===== src/rtl/ioctl_loader_pkg.sv =====
// rtl/ioctl_loader_pkg.sv - shared state encoding and lane-width helper for ioctl_loader
package ioctl_loader_pkg;

    typedef enum logic [1:0] {
        IDLE  = 2'd0,
        LOAD  = 2'd1,
        FLUSH = 2'd2,
        DRAIN = 2'd3
    } state_e;

    // Number of byte-lane address bits in a memory word (0 for byte-wide memory).
    function automatic int lane_bits(input int word_bytes);
        return (word_bytes <= 1) ? 0 : $clog2(word_bytes);
    endfunction

endpackage


===== src/rtl/ioctl_loader_fifo.sv =====
// rtl/ioctl_loader_fifo.sv - first-word-fall-through word FIFO with occupancy count
module ioctl_loader_fifo #(
    parameter int DEPTH = 8,
    parameter int W     = 8
) (
    input  logic                     clk_i,
    input  logic                     rst_ni,
    input  logic                     push_i,
    input  logic [W-1:0]             data_i,
    input  logic                     pop_i,
    output logic [W-1:0]             data_o,
    output logic                     full_o,
    output logic                     empty_o,
    output logic [$clog2(DEPTH):0]   count_o
);
    localparam int PW = $clog2(DEPTH);

    logic [W-1:0]  mem_q [DEPTH];
    logic [PW-1:0] wr_q;
    logic [PW-1:0] rd_q;
    logic [PW:0]   cnt_q;

    always_ff @(posedge clk_i) begin
        if (push_i) begin
            mem_q[wr_q] <= data_i;
        end
    end

    always_ff @(posedge clk_i or negedge rst_ni) begin
        if (!rst_ni) begin
            wr_q  <= '0;
            rd_q  <= '0;
            cnt_q <= '0;
        end else begin
            if (push_i) begin
                wr_q <= wr_q + PW'(1);
            end
            if (pop_i) begin
                rd_q <= rd_q + PW'(1);
            end
            cnt_q <= cnt_q + (PW+1)'(push_i) - (PW+1)'(pop_i);
        end
    end

    assign data_o  = mem_q[rd_q];
    assign full_o  = (cnt_q == (PW+1)'(DEPTH));
    assign empty_o = (cnt_q == '0);
    assign count_o = cnt_q;

endmodule


===== src/rtl/ioctl_loader.sv =====
// rtl/ioctl_loader.sv - packs ioctl download bytes into word writes with FIFO back-pressure
module ioctl_loader
    import ioctl_loader_pkg::*;
#(
    parameter int          ADDR_W     = 27,
    parameter int          WORD_BYTES = 2,
    parameter int          DEPTH      = 8,
    parameter logic [7:0]  INDEX      = 8'h00,
    parameter logic [7:0]  INDEX_MASK = 8'hFF
) (
    input  logic                    clk_sys,
    input  logic                    reset_n,
    input  logic                    ioctl_download,
    input  logic                    ioctl_wr,
    input  logic [ADDR_W-1:0]       ioctl_addr,
    input  logic [7:0]              ioctl_dout,
    input  logic [7:0]              ioctl_index,
    output logic                    ioctl_wait,
    output logic                    mem_req,
    output logic [ADDR_W-1:0]       mem_addr,
    output logic [8*WORD_BYTES-1:0] mem_data,
    output logic [WORD_BYTES-1:0]   mem_be,
    input  logic                    mem_ack,
    output logic                    busy,
    output logic                    done,
    output logic                    overflow
);
    localparam int LB = lane_bits(WORD_BYTES);
    localparam int LW = (LB == 0) ? 1 : LB;
    localparam int DW = 8 * WORD_BYTES;
    localparam int EW = ADDR_W + DW + WORD_BYTES;
    localparam int CW = $clog2(DEPTH) + 1;
    localparam logic [ADDR_W-1:0] LANE_MASK = ADDR_W'(WORD_BYTES - 1);

    state_e                  state_q, state_d;
    logic                    dl_q;
    logic                    overflow_q, overflow_d;
    logic                    wait_q, wait_d;
    logic [ADDR_W-1:0]       a_base_q, a_base_d;
    logic [DW-1:0]           a_data_q, a_data_d;
    logic [WORD_BYTES-1:0]   a_be_q, a_be_d, be_cur;

    logic                    rise, start, hit, accept, push, pop, can_push;
    logic [LW-1:0]           lane;
    logic [ADDR_W-1:0]       base;
    logic                    fifo_full, fifo_empty;
    logic [CW-1:0]           fifo_count, count_next;
    logic [EW-1:0]           head;

    assign rise     = ioctl_download & ~dl_q;
    assign start    = rise & (state_q != LOAD);
    assign hit      = ioctl_download & ioctl_wr & (((ioctl_index ^ INDEX) & INDEX_MASK) == 8'h00);
    assign accept   = hit & ~fifo_full;
    assign pop      = ~fifo_empty & mem_ack;
    assign can_push = ~fifo_full | pop;
    assign lane     = LW'(ioctl_addr & LANE_MASK);
    assign base     = ioctl_addr & ~LANE_MASK;

    always_comb begin
        state_d    = state_q;
        overflow_d = overflow_q;
        a_base_d   = a_base_q;
        a_data_d   = a_data_q;
        push       = 1'b0;
        done       = 1'b0;
        // A fresh download from IDLE starts with an empty assembler.
        be_cur     = (start && state_q == IDLE) ? '0 : a_be_q;
        a_be_d     = be_cur;

        if (start) begin
            overflow_d = 1'b0;
        end
        if (hit && fifo_full) begin
            overflow_d = 1'b1;
        end

        if (accept) begin
            if ((|be_cur) && ((base != a_base_q) || (&be_cur))) begin
                push   = 1'b1;
                be_cur = '0;
            end
            if (be_cur == '0) begin
                a_base_d = base;
            end
            a_data_d[8*lane +: 8] = ioctl_dout;
            a_be_d = be_cur | (WORD_BYTES'(1) << lane);
        end else if ((|be_cur) && can_push && ((&be_cur) || (state_q == FLUSH && !start))) begin
            push   = 1'b1;
            a_be_d = '0;
        end

        case (state_q)
            IDLE:  if (rise) state_d = LOAD;
            LOAD:  if (!ioctl_download) state_d = FLUSH;
            FLUSH: begin
                if (start) begin
                    state_d = LOAD;
                end else if (!(|a_be_q) || push) begin
                    state_d = DRAIN;
                end
            end
            DRAIN: begin
                if (start) begin
                    state_d = LOAD;
                end else if (fifo_empty) begin
                    state_d = IDLE;
                    done    = 1'b1;
                end
            end
            default: state_d = IDLE;
        endcase
    end

    // Wait tracks the occupancy the FIFO will have after this edge.
    assign count_next = fifo_count + CW'(push) - CW'(pop);
    assign wait_d     = (count_next >= CW'(DEPTH - 2));

    always_ff @(posedge clk_sys or negedge reset_n) begin
        if (!reset_n) begin
            state_q    <= IDLE;
            dl_q       <= 1'b0;
            overflow_q <= 1'b0;
            wait_q     <= 1'b0;
            a_base_q   <= '0;
            a_data_q   <= '0;
            a_be_q     <= '0;
        end else begin
            state_q    <= state_d;
            dl_q       <= ioctl_download;
            overflow_q <= overflow_d;
            wait_q     <= wait_d;
            a_base_q   <= a_base_d;
            a_data_q   <= a_data_d;
            a_be_q     <= a_be_d;
        end
    end

    ioctl_loader_fifo #(
        .DEPTH (DEPTH),
        .W     (EW)
    ) u_fifo (
        .clk_i   (clk_sys),
        .rst_ni  (reset_n),
        .push_i  (push),
        .data_i  ({a_base_q, a_data_q, a_be_q}),
        .pop_i   (pop),
        .data_o  (head),
        .full_o  (fifo_full),
        .empty_o (fifo_empty),
        .count_o (fifo_count)
    );

    assign mem_req                    = ~fifo_empty;
    assign {mem_addr, mem_data, mem_be} = fifo_empty ? '0 : head;
    assign ioctl_wait                 = wait_q;
    assign busy                       = (state_q != IDLE);
    assign overflow                   = overflow_q;

endmodule


===== config.mk =====
export PLATFORM = sky130hd
export DESIGN_NAME = ioctl_loader
export DESIGN_NICKNAME = d
export VERILOG_FILES = /design/src/rtl/ioctl_loader_pkg.sv /design/src/rtl/ioctl_loader_fifo.sv /design/src/rtl/ioctl_loader.sv
export SDC_FILE = /design/constraint.sdc
export NUM_CORES = 1
export LEC_CHECK = 0
export ABC_AREA = 1
export CAP_MARGIN = 30
export CORE_UTILIZATION = 63
export DETAILED_ROUTE_END_ITERATION = 10
export GPL_TIMING_DRIVEN = 0
export PLACE_DENSITY_LB_ADDON = 0.25
export RECOVER_POWER = 50
export REMOVE_ABC_BUFFERS = 1
export SLEW_MARGIN = 5
export SYNTH_ARGS = -nofsm -noshare
export SYNTH_HDL_FRONTEND = slang
export SYNTH_SLANG_ARGS = --single-unit

===== constraint.sdc =====
create_clock -name clk_sys -period 6.7 [get_ports clk_sys]
set_clock_uncertainty 0.15 [all_clocks]
set_input_delay 1.675 -clock clk_sys [delete_from_list [all_inputs] [get_ports clk_sys]]
set_output_delay 1.675 -clock clk_sys [all_outputs]
set_load 0.02 [all_outputs]

==> reports/metrics.yaml <==
outcome:
  outcome: "finished, violations left"
  violations: "capacitance limit, slew limit"
logic_synthesis:
  synth-async-reset-ratio: 0.144
  yosysUniqueCellTypes: 31
  syn_inst: 1405
  synth_common_cells: "352 x edfxtp_1, 300 x nor2_1, 245 x o21ai_0"
  synth_area_leaders: "edfxtp_1 63%, dfrtp_1 8.9%, o21ai_0 7.4%"
  yosysSeqAreaShare: 0.724
  synth_edf_count: 352
  yosysTopAreaCell: "edfxtp_1"
  yosysWarnings: 0
  syn_area_per_cell_um2: 11.8
  synth_most_common_cell: "edfxtp_1"
  ys_ff_latch: 411
  syn_area_um2: 16600
  synth_flop_cell: "edfxtp_1"
  synth_top_area_share: 0.635
power_and_ir_drop:
  p_sw_uw: 2740
  switching_share: 0.347
  power_uw: 7890
  p_per_area_nw_per_um2: 404
  p_int_uw: 5150
  p_seq_frac: 0.373
  vdd.ir_drop.worst_v: 0.000328
  p_leak_uw: 0.00737
  combPwrFrac: 0.356
  p_clk_frac: 0.271
grt:
  grt_max_degree: 97
  grt_overflow_total: 0
  grt_pass1_wl_um: 58200
  track_usage: 0.289
  antenna_found_initial: 1
  grt_pass1_vias: 11000
clock_network:
  htreeDepth: 2
  clock_path_buffers: 3
  cts_buffers: 39
  path_clk_slew_ns: 0.07
  clockRootBuffer: "clkbuf_16"
  insertion_delay_ns: 0.53
  cts_setup_buffers: 0
  clock-sinks: 411
  ctsHoldBuffers: 0
  cts_resized: 0
  cts_tree: "done"
layout:
  register_area_um2: 12100
  nets: 1541
  layout.cells.non_filler: 1848
  diodes: 0
  fill_cells: 1586
  syn2layout_area_growth_pct: 17.3
  drive_gt1_frac: 0.0648
  fin_area_um2: 19500
  multi_input_area_um2: 4070
drt:
  vias_per_cell: 6.02
  route.vias.total: 11100
  drc: 0
  dr.pass1.iters: 5
  wire_per_inst_um: 20.4
  ant_nets: 0
  drt-total-wl_um: 37600
  drtIter0Drc: 1166
critical_path:
  path_max_fanout: 96
  crit_type: "reg -> out"
  crit_start: "u_fifo.rd_q[0]"
  worstPathCellList: "buf_16 > inv_6 > buf_16 > o21ai_0 > o22ai_1 > o21ai_0 > a31oi_1 > clkdlybuf4s50_1"
  critPathSlowestCell: "dfrtp_4"
  critPathMaxStageDelay_ns: 0.70
  cp.required_ns: 4.88
  cp-end-kind: "output pin"
  regToRegStartpoint: "a_base_q[22]"
  cp_top_family: "buffers and inverters"
  start_kind: "register"
  critical_path_arrival_ns: 3.85
  path_buf_inv: 4
placed_design:
  dp_hpwl_um: 21000
  dp.cells: 1778
  port-buffer-count: 96
  place.gp.congestion: 0.773
  place_area_um2: 18300
floorplanning:
  die_h_um: 165
  io_pins: 98
  coreArea_um2: 26000
  chipWidth_um: 165
  die_area_um2: 27100
  std_cell_rows: 59
  start_util: 0.641
sta:
  final.period_utilization: 0.847
  setup_viol: 0
  rsz0062_at_grt: "false"
  clock.fmax_mhz: 176
  tightest_slew_ns: 2.41
  relSlewSlack: -0.608
  finalMaxSlewViolations: 39
  fin_crit_ns: 5.67
  hold_viol: 0
min_path:
  hold_class: "reg -> reg"
  min_from: "overflow"
flow_run:
  maxCapViolations: 1
-- cell usage in the layout, fill, tap and decap left out, drive strengths merged, types with 44 or more instances in the layout --
| cell type | n |
|---|---|
| dfrtp | 59 |
| nor2 | 301 |
| clkbuf | 55 |
| nand2 | 137 |
| edfxtp | 352 |
| inv | 59 |
| clkdlybuf4s50 | 90 |
| o21ai | 245 |
| o22ai | 44 |
| a31oi | 47 |
-- path summary, 6_finish.rpt --
kind	to	slack (ns)	depth (start not counted)
hold / removal	overflow	0.40	2
setup / recovery	mem_addr[24]	1.03	8
max in group asynchronous	u_fifo.rd_q[1]	1.83	2
hold reg to reg	overflow	0.40	2
setup reg to reg	a_base_q[13]	2.88	12
min in group asynchronous	a_base_q[5]	1.34	1
-- state kept, by name (all words and copies together), names as in the netlist --
| name | count |
|---|---|
| u_fifo.wr_q | 3 |
| a_be_q | 2 |
| state_q | 2 |
| a_data_q | 16 |
| u_fifo.rd_q | 3 |
| u_fifo.count_o | 4 |
| u_fifo.mem_q | 352 |
| dl_q | 1 |
| a_base_q | 26 |
| ioctl_wait | 1 |
| overflow | 1 |
-- metal layers --
metal | GRT usage | vias up | routed length [um]
met1 | 0.392 | 5369 | 15100
met4 | 0.113 | 2 | 1060
met2 | 0.471 | 534 | 18300
met5 | 0 | - | 11
met3 | 0.0495 | 84 | 3180
li1 | - | 5134 | -
-- worst register-to-register path, delay by kind of cell, from the launching register on --
| kind | cells | cell delay, ns |
|---|---|---|
| flip-flops | 1 | 0.51 |
| AND/OR/NAND/NOR | 11 | 2.97 |
| buffers and inverters | 1 | 0.07 |
-- kinds of logic (layout without fill, tap and decap cells) --
family / after synthesis / count (layout) / share of synthesized area
compound gates: 343 / 343 / 0.110
xor+xnor: 19 / 19 / 0.0100
fa+ha+maj: 9 / 9 / 0.00722
buf+inv: 141 / 249 / 0.0350
flops: 411 / 411 / 0.724
other cells: 1 / 1 / 0.000225
simple gates: 481 / 481 / 0.113
-- layout make-up --
class | instances | share of cell area
clock inverters | 17 | 0.00781
inverters | 59 | 0.0119
repair buffers | 120 | 0.0776
well taps | 335 | 0.0215
clock buffers | 53 | 0.0559
flip-flops and latches | 411 | 0.617
multi-input cells | 853 | 0.208
-- power by group through the flow --
stage | clock network (uW) | registers, uW | logic [uW]
2_1_floorplan | 0 | 3050 | 1600
3_3_place_gp | 0 | 3160 | 2580
3_5_place_dp | 0 | 2990 | 2800
4_1_cts | 2140 | 2940 | 2830
5_1_grt | 2240 | 2950 | 3090
6_report | 2140 | 2940 | 2810
-- metrics by stage --
| stage | util | setup WS, ns | hold slack, ns | TNS (ns) |
|---|---|---|---|---|
| 5_1_grt | 0.752 | 0.874 | 0.435 | 0 |
| 3_3_place_gp | 0.680 | -7.64 | 0.389 | -740.06 |
| 6_report | 0.752 | 1.03 | 0.396 | 0 |
| 3_5_place_dp | 0.705 | 1.60 | 0.391 | 0 |
| 4_1_cts | 0.753 | 1.08 | 0.402 | 0 |
| 2_1_floorplan | - | -1.67 | 0.376 | -73.60 |
Power figures use the tool's default switching activity.
